--- src/rtl/control_alarma_temp.sv ---
// Temperature alarm controller: paces sensor requests, waits for the answer
// with a timeout, and debounces out-of-range readings into cold/heat alarms.
module control_alarma_temp #(
  parameter int                 PERIODO      = 1000,
  parameter int                 TIMEOUT      = 64,
  parameter logic signed [10:0] TEMP_BAJO    = 11'sd180,
  parameter logic signed [10:0] TEMP_ALTO    = 11'sd259,
  parameter int                 N_ACTIVAR    = 3,
  parameter int                 N_DESACTIVAR = 2
) (
  input  logic               clk,
  input  logic               rst_n,
  input  logic               habilitar,
  input  logic signed [10:0] temp_in,
  input  logic               dato_valido,
  output logic               solicitud,
  output logic signed [10:0] temp_actual,
  output logic               muestra_nueva,
  output logic               alarma,
  output logic               alarma_frio,
  output logic               alarma_calor,
  output logic               error_sensor,
  output logic [1:0]         o_dbg_estado_seq,
  output logic [1:0]         o_dbg_estado_alarma
);

  // Handshake: solicitud is held high from the request until a cycle with
  // dato_valido=1 (reading taken on that edge) or until the timeout expires;
  // dato_valido outside that window carries no meaning.

  localparam int W_PER = (PERIODO > 2)      ? $clog2(PERIODO)          : 1;
  localparam int W_TO  = (TIMEOUT > 1)      ? $clog2(TIMEOUT)          : 1;
  localparam int W_NA  = (N_ACTIVAR > 1)    ? $clog2(N_ACTIVAR + 1)    : 1;
  localparam int W_ND  = (N_DESACTIVAR > 1) ? $clog2(N_DESACTIVAR + 1) : 1;

  localparam logic [W_PER-1:0] PER_MAX = W_PER'(PERIODO - 1);
  localparam logic [W_TO-1:0]  TO_MAX  = W_TO'(TIMEOUT - 1);
  localparam logic [W_NA-1:0]  NA_M1   = W_NA'(N_ACTIVAR - 1);
  localparam logic [W_ND-1:0]  ND_M1   = W_ND'(N_DESACTIVAR - 1);

  typedef enum logic [1:0] {
    ESPERA   = 2'd0,
    SOLICITA = 2'd1
  } seq_t;

  typedef enum logic [1:0] {
    NORMAL     = 2'd0,
    PRE_ALARMA = 2'd1,
    ALARMA     = 2'd2,
    PRE_NORMAL = 2'd3
  } alm_t;

  // Single-flop release synchroniser: assertion is immediate, release lands
  // on a clock edge so the rest of the logic leaves reset cleanly.
  logic r_rst_sync;
  logic w_rst_n;

  always_ff @(posedge clk or negedge rst_n) begin
    if (!rst_n) r_rst_sync <= 1'b0;
    else        r_rst_sync <= 1'b1;
  end

  assign w_rst_n = r_rst_sync;

  seq_t             r_seq, w_seq_next;
  logic [W_PER-1:0] r_cnt_per, w_cnt_per_next;
  logic [W_TO-1:0]  r_cnt_to, w_cnt_to_next;
  logic             r_solicitud;
  logic             w_acepta;
  logic             w_expira;

  always_ff @(posedge clk or negedge w_rst_n) begin
    if (!w_rst_n) begin
      r_seq       <= ESPERA;
      r_cnt_per   <= '0;
      r_cnt_to    <= '0;
      r_solicitud <= 1'b0;
    end else begin
      r_seq       <= w_seq_next;
      r_cnt_per   <= w_cnt_per_next;
      r_cnt_to    <= w_cnt_to_next;
      r_solicitud <= (w_seq_next == SOLICITA);
    end
  end

  always_comb begin
    w_seq_next     = r_seq;
    w_cnt_per_next = r_cnt_per;
    w_cnt_to_next  = r_cnt_to;
    w_acepta       = 1'b0;
    w_expira       = 1'b0;
    if (!habilitar) begin
      w_seq_next     = ESPERA;
      w_cnt_per_next = '0;
      w_cnt_to_next  = '0;
    end else begin
      case (r_seq)
        ESPERA: begin
          if (r_cnt_per == PER_MAX) begin
            w_seq_next     = SOLICITA;
            w_cnt_per_next = '0;
            w_cnt_to_next  = '0;
          end else begin
            w_cnt_per_next = r_cnt_per + 1'b1;
          end
        end
        SOLICITA: begin
          // A valid reading on the expiry cycle still wins over the timeout.
          if (dato_valido && r_solicitud) begin
            w_acepta       = 1'b1;
            w_seq_next     = ESPERA;
            w_cnt_per_next = '0;
            w_cnt_to_next  = '0;
          end else if (r_cnt_to == TO_MAX) begin
            w_expira       = 1'b1;
            w_seq_next     = ESPERA;
            w_cnt_per_next = '0;
            w_cnt_to_next  = '0;
          end else begin
            w_cnt_to_next  = r_cnt_to + 1'b1;
          end
        end
        default: begin
          w_seq_next     = ESPERA;
          w_cnt_per_next = '0;
          w_cnt_to_next  = '0;
        end
      endcase
    end
  end

  logic signed [10:0] r_temp;
  logic               r_muestra;
  logic               r_error;

  always_ff @(posedge clk or negedge w_rst_n) begin
    if (!w_rst_n) begin
      r_temp    <= '0;
      r_muestra <= 1'b0;
      r_error   <= 1'b0;
    end else begin
      r_muestra <= w_acepta;
      if (w_acepta) begin
        r_temp  <= temp_in;
        r_error <= 1'b0;
      end else if (w_expira) begin
        r_error <= 1'b1;
      end
    end
  end

  logic w_frio;
  logic w_fuera;

  assign w_frio  = (temp_in < TEMP_BAJO);
  assign w_fuera = w_frio || (temp_in > TEMP_ALTO);

  alm_t            r_alm, w_alm_next;
  logic [W_NA-1:0] r_cnt_fuera, w_cnt_fuera_next;
  logic [W_ND-1:0] r_cnt_dentro, w_cnt_dentro_next;
  logic            r_lado_frio, w_lado_frio_next;

  always_ff @(posedge clk or negedge w_rst_n) begin
    if (!w_rst_n) begin
      r_alm        <= NORMAL;
      r_cnt_fuera  <= '0;
      r_cnt_dentro <= '0;
      r_lado_frio  <= 1'b0;
    end else begin
      r_alm        <= w_alm_next;
      r_cnt_fuera  <= w_cnt_fuera_next;
      r_cnt_dentro <= w_cnt_dentro_next;
      r_lado_frio  <= w_lado_frio_next;
    end
  end

  always_comb begin
    w_alm_next        = r_alm;
    w_cnt_fuera_next  = r_cnt_fuera;
    w_cnt_dentro_next = r_cnt_dentro;
    w_lado_frio_next  = r_lado_frio;
    if (w_acepta) begin
      if (w_fuera) w_lado_frio_next = w_frio;
      case (r_alm)
        NORMAL: begin
          if (w_fuera) begin
            if (N_ACTIVAR == 1) begin
              w_alm_next       = ALARMA;
              w_cnt_fuera_next = '0;
            end else begin
              w_alm_next       = PRE_ALARMA;
              w_cnt_fuera_next = W_NA'(1);
            end
          end
        end
        PRE_ALARMA: begin
          if (!w_fuera) begin
            w_alm_next       = NORMAL;
            w_cnt_fuera_next = '0;
          end else if (r_cnt_fuera == NA_M1) begin
            w_alm_next       = ALARMA;
            w_cnt_fuera_next = '0;
          end else begin
            w_cnt_fuera_next = r_cnt_fuera + 1'b1;
          end
        end
        ALARMA: begin
          if (!w_fuera) begin
            if (N_DESACTIVAR == 1) begin
              w_alm_next        = NORMAL;
              w_cnt_dentro_next = '0;
            end else begin
              w_alm_next        = PRE_NORMAL;
              w_cnt_dentro_next = W_ND'(1);
            end
          end
        end
        PRE_NORMAL: begin
          if (w_fuera) begin
            w_alm_next        = ALARMA;
            w_cnt_dentro_next = '0;
          end else if (r_cnt_dentro == ND_M1) begin
            w_alm_next        = NORMAL;
            w_cnt_dentro_next = '0;
          end else begin
            w_cnt_dentro_next = r_cnt_dentro + 1'b1;
          end
        end
        default: begin
          w_alm_next        = NORMAL;
          w_cnt_fuera_next  = '0;
          w_cnt_dentro_next = '0;
        end
      endcase
    end
  end

  assign solicitud           = r_solicitud;
  assign temp_actual         = r_temp;
  assign muestra_nueva       = r_muestra;
  assign error_sensor        = r_error;
  assign alarma              = (r_alm == ALARMA) || (r_alm == PRE_NORMAL);
  assign alarma_frio         = alarma && r_lado_frio;
  assign alarma_calor        = alarma && !r_lado_frio;
  assign o_dbg_estado_seq    = r_seq;
  assign o_dbg_estado_alarma = r_alm;

endmodule

--- config.mk ---
export PLATFORM = sky130hd
export DESIGN_NAME = control_alarma_temp
export DESIGN_NICKNAME = d
export VERILOG_FILES = /design/src/rtl/control_alarma_temp.sv
export SDC_FILE = /design/constraint.sdc
export NUM_CORES = 1
export LEC_CHECK = 0
export ABC_AREA = 1
export ABC_CLOCK_PERIOD_IN_PS = 2650
export BUFFER_PORTS_ARGS = -buffer_cell sky130_fd_sc_hd__buf_4
export CORE_MARGIN = 2
export CORE_UTILIZATION = 60
export CTS_BUF_LIST = sky130_fd_sc_hd__clkbuf_16
export CTS_CLUSTER_SIZE = 40
export DETAILED_ROUTE_END_ITERATION = 12
export GPL_TIMING_DRIVEN = 0
export HOLD_SLACK_MARGIN = 0.08
export PLACE_DENSITY = 0.95
export SYNTH_ARGS = -nofsm -noshare
export SYNTH_HDL_FRONTEND = slang
export SYNTH_SLANG_ARGS = --single-unit
--- constraint.sdc ---
create_clock -name clk -period 2.65 [get_ports clk]
set_clock_uncertainty 0.15 [all_clocks]
set_input_delay 0.3975 -clock clk [delete_from_list [all_inputs] [get_ports clk]]
set_output_delay 0.3975 -clock clk [all_outputs]
set_load 0.02 [all_outputs]
== After elaboration in Yosys (flattened, before gate mapping) ==
Index checks and enable logic that the tools add are counted.
Widths: inputs -> output; s select.

* Add/sub/neg operators: 4
* Order comparisons: 2
* Eq/ne operators: 15
* Muxes and demuxes: 38
* Reductions and logical operators: 15

{| class="wikitable"
|+ Operator list
! cell !! count
|-
| $mux 10 || 4
|-
| $mux 2 || 15
|-
| $mux 6 || 4
|-
| $pmux 10 s2 || 1
|-
| $pmux 2 s2 || 3
|-
| $pmux 6 s2 || 1
|-
| $gt 11x10->1 const B || 1
|-
| $lt 11x9->1 const B || 1
|-
| $add 10x1->10 const B || 1
|-
| $eq 10x10->1 const B || 1
|-
| $mux 1 || 9
|-
| $ne 3x3->1 const B || 3
|-
| $eq 2x1->1 const B || 4
|-
| $pmux 2 s4 || 1
|-
| $add 6x1->6 const B || 1
|-
| $eq 2x2->1 const B || 3
|-
| $eq 6x6->1 const B || 1
|-
| $reduce_and 3->1 || 2
|-
| $reduce_bool 2->1 || 3
|-
| $reduce_and 5->1 || 1
|-
| $add 2x1->2 const B || 2
|-
| $logic_not 2->1 || 2
|-
| $ne 2x2->1 const B || 2
|-
| $ne 4x4->1 const B || 1
|-
| other kinds (4) || 7
|}

* Flip-flop bits (word level): 40
* Input port bits: 15

== Logic depth before layout (Yosys ltp) ==
Gate-level depths: netlist of the first run.

* Depth after elaboration: 7
* Depth in mapped cells: 12
* Depth with buffers taken out: 12

== Least setup slack after synthesis of the first run ==
Ideal clock, no wire load.

* Path type: register to register
* Start: register r_solicitud (netlist: solicitud)
* End: register r_cnt_per[2]
* Data arrival time: 1.323 ns
* Data required time: 2.380 ns
* Slack: 1.057 ns
* Stages on the path, launching flop included: 8
* Period minus slack after synthesis: 1.593 ns
* Cell sequence: dfrtp_1 > nand2_1 > inv_1 > nor2_4 > nand2_4 > inv_1 > o21ai_1 > and3_1

* Longest elaborated chain between the ends: 4
* Elaborated cells on any way between the ends: 5
* Those cells by class: 1 x eq/ne; 3 x mux; 1 x reduce/logical

{| class="wikitable"
|+ RTL lines
! what !! RTL line !! text
|-
| start: declaration || 68 || <nowiki>logic r_solicitud;</nowiki>
|-
| start signal: assignment || 82 || <nowiki>r_solicitud <= (w_seq_next == SOLICITA);</nowiki>
|-
| $logic_and 1x1->1 (*) || 109 || <nowiki>if (dato_valido && r_solicitud) begin</nowiki>
|-
| $mux 10 || 109 ||
|-
| $pmux 10 s2 || 97 || <nowiki>case (r_seq)</nowiki>
|-
| $mux 10 || 92 || <nowiki>if (!habilitar) begin</nowiki>
|-
| end signal: assignment || 80 || <nowiki>r_cnt_per <= w_cnt_per_next;</nowiki>
|-
| end: declaration || 66 || <nowiki>logic [W_PER-1:0] r_cnt_per, w_cnt_per_next;</nowiki>
|}

Every way passes the cells marked *; elsewhere a longest branch is shown, timed or not.
A chain may end at the register's enable or synchronous reset.

== Worst setup path after layout of the first run ==
* Start: register r_cnt_per[0]
* End: register r_cnt_to[3]

* Longest elaborated chain between the ends: 2

{| class="wikitable"
|+ RTL lines
! what !! RTL line !! text
|-
| $eq 10x10->1 || 99 || <nowiki>if (r_cnt_per == PER_MAX) begin</nowiki>
|-
| $ne 3x3->1 (no line) || -- ||
|-
| end signal: assignment || 81 || <nowiki>r_cnt_to <= w_cnt_to_next;</nowiki>
|-
| end: declaration || 67 || <nowiki>logic [W_TO-1:0] r_cnt_to, w_cnt_to_next;</nowiki>
|}

Every way passes these cells.

==> results.py, run 1 <==
metrics = {
    "detailed_routing": {
        "viasPerCell": 5.54,
        "wl_um": 4860,
        "drt_iter0_markers": 126,
        "drc": 0,
        "vias": 1835,
        "postRouteAntennaNets": 0,
        "wl_per_cell_um": 14.7,
        "firstDrtPassIters": 4,
    },
    "global_route": {
        "grt_max_degree": 40,
        "first_global_vias": 1851,
        "antenna_found_initial": 0,
        "grt_pass1_wl_um": 8220,
        "gr-total-overflow": 0,
        "grt_use_total": 0.269,
    },
    "floorplanning": {
        "die_area_um2": 3970,
        "rows": 21,
        "start_util": 0.627,
        "core_um2": 3340,
        "fp.dieH_um": 63.0,
        "die_w_um": 63.0,
        "io-pin-count": 36,
    },
    "place": {
        "io_buffers": 34,
        "place_inst": 322,
        "dp_hpwl_um": 3400,
        "gp_congestion": 0.887,
        "postPlaceCellArea_um2": 2400,
    },
    "worst_setup_path": {
        "cp-end-kind": "flip-flop",
        "cp.buffers_inverters": 2,
        "start_kind": "flip-flop",
        "critical_path.cell_chain": "ha_1, inv_1, nor3_2, nand4_2, nand3_4, inv_4, nor2_4, nand2_1, nand2_1, nor2_1",
        "critPathSlowestCell": "dfrtp_1",
        "cp.required_ns": 2.66,
        "critPathMaxStageDelay_ns": 0.43,
        "cp_top_family": "simple AND/OR/NAND/NOR gates",
        "cp_max_fo": 7,
        "critical_path_class": "flip-flop to flip-flop",
        "arrival_ns": 1.86,
        "crit_path_frequent_cell": "nand2_1",
    },
    "yosys": {
        "syn_inst": 242,
        "syn_avg_cell_area_um2": 8.64,
        "synthTopCellsByArea": "dfrtp_1, nand2_1, inv_1, nor2_1, a21oi_1",
        "seq_area_frac_synth": 0.479,
        "synth_cell_types": 35,
        "netlist_area_um2": 2090,
        "synth_top_area_frac": 0.479,
        "synthMostInstantiatedCell": "nand2_1",
        "synth_edf_count": 0,
        "synth_ff_type": "dfrtp_1",
        "synth_nets": 259,
        "yosysWarnings": 0,
        "ys_ff_latch": 40,
        "yosysTopAreaCell": "dfrtp_1",
        "netlist_top_cells_count": "nand2_1, dfrtp_1, inv_1, nor2_1, a21oi_1",
        "ys_async_sr_fraction": 1.00,
    },
    "pwr": {
        "cellLeakagePower_uw": 0.00136,
        "vdd_drop_max_uv": 525,
        "pwr-share-clk": 0.448,
        "powerDensity_nw_per_um2": 499,
        "seq_power_share": 0.500,
        "swShare": 0.223,
        "pwr-share-comb": 0.052,
        "internal_power_uw": 990,
        "netSwitchingPower_uw": 284,
    },
    "sta": {
        "grt_setup_unrepaired": "false",
        "finalMaxSlewViolations": 0,
        "min_period_ns": 1.85,
        "slew_headroom": 0.438,
        "max_freq_mhz": 540,
        "tns_ns": 0,
        "timing.hold.ws_ns": 0.210,
        "setup_violations": 0,
        "fin_crit_sh": 0.699,
        "tightest_slew_ns": 0.843,
        "finalHoldViolCount": 0,
    },
    "outcome": {
        "status": "complete, no violations",
    },
    "final_layout": {
        "final_cells": 331,
        "layout-drive-gt1-share": 0.270,
        "fin_area_um2": 2550,
        "multi_input_area_um2": 928,
        "register_area_um2": 1000,
        "final_core_util": 0.765,
        "syn2layout_area_growth_pct": 22.1,
        "diodes": 0,
        "n_fill_cell": 208,
        "nets": 301,
    },
    "cts": {
        "cts-root-buf": "clkbuf_16",
        "cts_max_level": 2,
        "clock_latency_ns": 0.28,
        "cts.sinks": 40,
        "cts_tree": "yes",
        "postCtsSetupBuffers": 0,
        "ctsResizeCount": 0,
        "clockBufferDepth": 2,
        "holdBufCountCts": 1,
        "cts_buffers": 5,
        "clk_pin_slew_worst_paths_ns": 0.06,
    },
    "flow_run": {
        "drv_cap": 0,
    },
    "min_path": {
        "hp-class": "primary input to flip-flop",
    },
}
[placed cells by master (no fill, tap or decap), types with 4 or more instances in the layout]
master	count
nand3_2	4
mux2_2	5
clkbuf_16	5
o21ai_0	9
nand4_1	5
nand3_1	13
buf_4	34
nand2_2	4
nor3_1	6
nor2_4	4
a21oi_1	15
nand2_1	42
inv_1	30
dfrtp_1	39
nor2_1	28
[path summary, 6_finish.rpt]
| path | endpoint | slack, ns | startpoint | depth (start not counted) |
|---|---|---|---|---|
| max in group asynchronous | temp_actual[1] | 1.59 | r_rst_sync | 0 |
| min in group asynchronous | r_cnt_to[0] | 0.22 | r_rst_sync | 0 |
| max | r_cnt_to[3] | 0.80 | r_cnt_per[0] | 10 |
| min | temp_actual[0] | 0.21 | temp_in[0] | 2 |
| min reg2reg | r_cnt_to[0] | 0.22 | r_rst_sync | 0 |
| max reg2reg | r_cnt_to[3] | 0.80 | r_cnt_per[0] | 10 |
[per-stage QoR]
stage	power [µW]	setup slack (ns)
5_1_grt	1320	0.686
3_3_place_gp	708	0.832
2_1_floorplan	677	1.06
6_report	1270	0.799
4_1_cts	1270	0.818
3_5_place_dp	711	0.858
[state kept, by name (all words and copies together) (netlist names), named ones only]
name,cells
error_sensor,1
muestra_nueva,1
o_dbg_estado_alarma,1
o_dbg_estado_seq,2
r_cnt_dentro,2
r_cnt_fuera,2
r_cnt_per,10
r_cnt_to,6
r_lado_frio,1
r_rst_sync,1
solicitud,1
temp_actual,11
[per-layer routing]
metal,part of all wire,GRT usage,up-vias
met1,0.39,0.292,864
met4,0.044,0.158,0
met3,0.059,0.0811,27
li1,-,-,860
met5,0,0,-
met2,0.51,0.461,84
[cell families (layout without fill, tap and decap cells)]
group | count (synthesis) | count (layout) | share of synthesized area
AO/OA/AOI/OAI | 34 | 34 | 0.0904
XOR/XNOR | 3 | 3 | 0.0126
adder cells (fa/ha/maj) | 2 | 2 | 0.0120
buffers and inverters | 39 | 82 | 0.0772
flip-flops | 40 | 40 | 0.479
multiplexers | 5 | 5 | 0.0269
other | 2 | 2 | 0.00359
AND/OR/NAND/NOR | 117 | 117 | 0.299
[cell type report]
| class | count | share of cell area |
|---|---|---|
| clock inverters | 3 | 0.00539 |
| well taps | 46 | 0.0225 |
| plain buffers | 6 | 0.0137 |
| inverters | 33 | 0.0495 |
| clock buffers | 5 | 0.0490 |
| repair buffers | 35 | 0.104 |
| flip-flops and latches | 40 | 0.392 |
| multi-input cells | 163 | 0.364 |
[power groups by stage]
stage	sequential (µW)	combinational, µW	clock (µW)
after floorplan	648	28.7	0
after global placement	648	59.7	0
after detailed placement	648	62.8	0
after CTS	638	65.0	570
after global routing	640	71.7	608
final	637	65.8	571
(Power assumes the default switching activity.)
==> run 2: changes to the inputs <==
--- a/config.mk
+++ b/config.mk
@@ -6,16 +6,16 @@
 export NUM_CORES = 1
 export LEC_CHECK = 0
 export ABC_AREA = 1
-export ABC_CLOCK_PERIOD_IN_PS = 2650
+export ABC_CLOCK_PERIOD_IN_PS = 1500
 export BUFFER_PORTS_ARGS = -buffer_cell sky130_fd_sc_hd__buf_4
 export CORE_MARGIN = 2
-export CORE_UTILIZATION = 60
+export CORE_UTILIZATION = 50
 export CTS_BUF_LIST = sky130_fd_sc_hd__clkbuf_16
 export CTS_CLUSTER_SIZE = 40
 export DETAILED_ROUTE_END_ITERATION = 12
 export GPL_TIMING_DRIVEN = 0
 export HOLD_SLACK_MARGIN = 0.08
-export PLACE_DENSITY = 0.95
+export PLACE_DENSITY = 0.86
 export SYNTH_ARGS = -nofsm -noshare
 export SYNTH_HDL_FRONTEND = slang
 export SYNTH_SLANG_ARGS = --single-unit
==> constraint.sdc (replaced) <==
create_clock -name clk -period 1.5 [get_ports clk]
set_clock_uncertainty 0.15 [all_clocks]
set_input_delay 0.225 -clock clk [delete_from_list [all_inputs] [get_ports clk]]
set_output_delay 0.225 -clock clk [all_outputs]
set_load 0.02 [all_outputs]
==> results.py, run 2 (same netlist as run 1, synthesis figures left out) <==
metrics = {
    "outcome": {
        "status": "complete, but fails checks",
        "violations": "setup timing",
    },
    "global_route": {
        "grt_pass1_wl_um": 9620,
        "gr-total-overflow": 0,
        "antenna_found_initial": 0,
        "first_global_vias": 2089,
        "grt_use_total": 0.283,
        "grt_max_degree": 40,
    },
    "flow_run": {
        "drv_cap": 0,
    },
    "sta": {
        "finalMaxSlewViolations": 0,
        "fin_crit_sh": 1.18,
        "slew_headroom": 0.424,
        "min_period_ns": 1.77,
        "tightest_slew_ns": 0.865,
        "max_freq_mhz": 565,
        "setup_violations": 37,
        "finalHoldViolCount": 0,
        "grt_setup_unrepaired": "true",
        "fin_ws_ns": -0.271,
    },
    "floorplanning": {
        "die_w_um": 68.7,
        "die_area_um2": 4710,
        "start_util": 0.523,
        "fp.dieH_um": 68.7,
        "io-pin-count": 36,
        "rows": 23,
        "core_um2": 4000,
    },
    "final_layout": {
        "multi_input_area_um2": 1190,
        "diodes": 0,
        "final_common_cell": "buf_4",
        "layout_common_cells": "buf_4, dfrtp_1, nand2_1",
        "largest_reg_flops": 11,
        "layout-drive-gt1-share": 0.457,
        "n_fill_cell": 188,
        "register_area_um2": 1010,
        "syn2layout_area_growth_pct": 55.8,
        "final_core_util": 0.815,
        "nets": 342,
    },
    "cts": {
        "clk_pin_slew_worst_paths_ns": 0.06,
        "cts-root-buf": "clkbuf_16",
        "cts_max_level": 2,
        "clockBufferDepth": 2,
        "cts_buffers": 5,
        "cts.sinks": 40,
        "cts_tree": "yes",
        "clock_latency_ns": 0.29,
    },
    "detailed_routing": {
        "firstDrtPassIters": 6,
        "postRouteAntennaNets": 0,
        "drc": 0,
        "wl_per_cell_um": 21.1,
        "wl_um": 7930,
        "viasPerCell": 6.10,
        "vias": 2293,
        "drt_iter0_markers": 234,
    },
    "worst_setup_path": {
        "r2r_start": "o_dbg_estado_seq[0]",
        "cp-end-kind": "flip-flop",
        "r2r_setup_slack_ns": -0.27,
        "arrival_ns": 1.80,
        "critical_path_class": "flip-flop to flip-flop",
        "cp_max_fo": 5,
        "start_kind": "flip-flop",
        "cp.required_ns": 1.53,
        "rr_worst_depth": 11,
    },
    "pwr": {
        "finalPower_uw": 2580,
        "vdd_drop_max_uv": 699,
        "powerDensity_nw_per_um2": 791,
        "cellLeakagePower_uw": 0.00159,
    },
    "min_path": {
        "hp-class": "primary input to async pin",
    },
    "place": {
        "io_buffers": 34,
        "gp_congestion": 0.842,
        "dp_hpwl_um": 3260,
    },
}
run 2: how the worst max path moves through the flow:
stage                     endpoint  slack (ns)                 from  depth (start not counted)
3_5_place_dp          r_cnt_per[3]       -0.22         r_cnt_per[0]                          7
3_3_place_gp   o_dbg_estado_seq[1]       -0.46           r_rst_sync                          0
5_1_grt                  flip-flop       -0.32  o_dbg_estado_seq[0]                         11
2_1_floorplan      r_cnt_dentro[1]       -0.05  o_dbg_estado_seq[1]                          7
6_report                 flip-flop       -0.27  o_dbg_estado_seq[0]                         11
4_1_cts                r_cnt_to[3]       -0.08         r_cnt_per[0]                         10
run 2: routing by layer:
metal | share of wire | track usage
met5 | 0 | 0
met4 | 0.060 | 0.133
met3 | 0.081 | 0.0487
met2 | 0.52 | 0.540
met1 | 0.34 | 0.296
run 2: area by class of cell:
cell class	count	area share
flip-flops and latches	40	0.309
inverters	33	0.0407
multi-input cells	163	0.366
repair buffers	76	0.196
plain buffers	6	0.0173
clock buffers	5	0.0384
well taps	50	0.0192
clock inverters	3	0.0131
run 2: metrics by stage:
| stage | hold WS (ns) | setup WS [ns] | cells | TNS, ns | instance area (µm²) |
|---|---|---|---|---|---|
| final | 0.0784 | -0.271 | 376 | -5.12 | 3260 |
| after global routing | 0.0920 | -0.324 | 376 | -6.84 | 3260 |
| after CTS | 0.0935 | -0.0792 | 364 | -0.551 | 2950 |
| after detailed placement | -0.149 | -0.221 | 326 | -3.46 | 2450 |
| after global placement | -0.149 | -0.459 | 326 | -15.75 | 2450 |
| after floorplan | -0.221 | -0.0477 | 242 | -0.427 | 2130 |
run 2: repair_timing:
action,CTS,global route
endpoints found under the hold margin,13,0
hold buffers,13,0
gates resized for setup,17,55
cloned,0,1
pin swaps,8,13
buffers inserted,17,11
endpoints found under the setup margin,32,37
run 2: power by group:
| part | switching, µW | internal [µW] |
|---|---|---|
| Sequential | 35.9 | 1090 |
| Clock | 468 | 782 |
| Combinational | 102 | 95.3 |
run 2: worst max-delay path, stage by stage, from the launching register on:
cell	delay [ns]
dfrtp_2	0.40
inv_2	0.07
nor2_4	0.15
nand2_4	0.10
nor2_8	0.19
nand3_4	0.14
nand2_4	0.09
nand2_4	0.06
nor2_4	0.11
nand2_1	0.06
nand2_1	0.08
nand2_1	0.07
==> run 3: changes to the inputs <==
--- a/config.mk
+++ b/config.mk
@@ -13,7 +13,6 @@
 export CTS_BUF_LIST = sky130_fd_sc_hd__clkbuf_16
 export CTS_CLUSTER_SIZE = 40
 export DETAILED_ROUTE_END_ITERATION = 12
-export GPL_TIMING_DRIVEN = 0
 export HOLD_SLACK_MARGIN = 0.08
 export PLACE_DENSITY = 0.86
 export SYNTH_ARGS = -nofsm -noshare
==> results.py, run 3 (same netlist as run 1, synthesis figures left out) <==
metrics = {
    "outcome": {
        "status": "complete, but fails checks",
        "violations": "setup timing",
    },
    "worst_setup_path": {
        "r2r_start": "r_cnt_per[0]",
        "cp_max_fo": 6,
        "cp.required_ns": 1.54,
        "start_kind": "flip-flop",
        "critical_path_class": "flip-flop to flip-flop",
        "cp-end-kind": "flip-flop",
        "crit_path_start": "r_cnt_per[0]",
        "arrival_ns": 1.83,
    },
    "sta": {
        "finalMaxSlewViolations": 0,
        "fin_crit_sh": 1.19,
        "finalHoldViolCount": 0,
        "setup_violations": 33,
        "min_period_ns": 1.79,
        "max_freq_mhz": 560,
        "grt_setup_unrepaired": "true",
        "tns_ns": -3.56,
        "fin_ws_ns": -0.285,
    },
    "place": {
        "io_buffers": 35,
        "place_inst": 360,
        "dp_hpwl_um": 3760,
        "dp_slack_ns": -0.124,
        "gp_congestion": 0.907,
    },
    "global_route": {
        "gr-total-overflow": 0,
        "grt_pass1_wl_um": 9220,
        "first_global_vias": 2043,
        "grt_max_degree": 40,
        "antenna_found_initial": 0,
        "grt_use_total": 0.270,
    },
    "flow_run": {
        "drv_cap": 0,
    },
    "floorplanning": {
        "rows": 23,
        "die_w_um": 68.7,
        "fp.dieH_um": 68.7,
        "core_um2": 4000,
        "io-pin-count": 36,
        "start_util": 0.523,
        "die_area_um2": 4710,
    },
    "cts": {
        "clock_latency_ns": 0.30,
        "cts_buffers": 5,
        "clk_pin_slew_worst_paths_ns": 0.07,
        "cts.sinks": 40,
        "clockBufferDepth": 2,
        "cts_tree": "yes",
        "cts_max_level": 2,
        "cts-root-buf": "clkbuf_16",
    },
    "final_layout": {
        "final_cells": 392,
        "layout-drive-gt1-share": 0.480,
        "layout_common_cells": "buf_4, dfrtp_1, nand2_1",
        "final_core_util": 0.824,
        "nets": 358,
        "largest_reg_flops": 11,
        "final_common_cell": "buf_4",
        "syn2layout_area_growth_pct": 57.7,
        "diodes": 0,
    },
    "detailed_routing": {
        "firstDrtPassIters": 5,
        "drc": 0,
        "vias": 2253,
        "viasPerCell": 5.75,
        "wl_um": 7310,
        "drt_iter0_markers": 187,
        "postRouteAntennaNets": 0,
        "wl_per_cell_um": 18.6,
    },
    "pwr": {
        "powerDensity_nw_per_um2": 721,
        "finalPower_uw": 2380,
        "vdd_drop_max_uv": 534,
        "cellLeakagePower_uw": 0.00171,
    },
    "min_path": {
        "hp-class": "primary input to async pin",
    },
}
-- run 3: through the flow --
stage	hold slack (ns)	area [µm²]
final	0.0789	3300
after global routing	0.0986	3300
after CTS	0.0916	3020
after detailed placement	-0.149	2730
after global placement	-0.150	2730
after floorplan	-0.221	2130
-- run 3: final timing paths --
check                         endpoint  slack, ns  depth (start not counted)
setup / recovery           r_cnt_to[3]      -0.29                         10
setup reg to reg           r_cnt_to[3]      -0.29                         10
min in group clk           r_lado_frio       0.09                          3
hold reg to reg            r_cnt_to[0]       0.17                          1
max in group asynchronous    async pin       0.64                          1
hold / removal              r_rst_sync       0.08                          2
-- run 3: layout make-up --
type                       count  area (µm²)
clock buffer                   5         125
clock inverter                 3        12.5
fill                         216         703
inverter                      33         139
multi-input combinational    163        1160
sequential                    40        1000
tap                           50        62.6
timing repair buffer          98         793
-- run 3: worst max-delay path, stage by stage (launching register included) --
cell	delay, ns
dfrtp_1	0.39
ha_2	0.23
inv_2	0.05
nor3_4	0.14
nand4_4	0.14
nand3_4	0.18
inv_6	0.07
nor2_4	0.09
nand2_1	0.09
nand2_1	0.09
nor2_1	0.05
-- run 3: repair_timing --
item	in CTS	in global routing
endpoints found under the setup margin	28	39
hold buffers	6	0
setup buffers	7	11
gates cloned	0	0
pin swaps	9	16
hold endpoints to repair	6	0
resized for setup	16	49
-- run 3: power breakdown --
part	total [µW]	switching, µW	internal (µW)
combinational	207	111	95.9
clock	1060	461	603
sequential	1110	13.8	1090
total	2380	586	1790
-- run 3: per-layer routing --
layer  GRT usage  share of wire  vias to the layer above
met2       0.495           0.50                      166
met4       0.105          0.049                        0
met3      0.0633          0.077                       42
li1            -              -                      984
met1       0.298           0.37                     1061
met5           0              0                        -
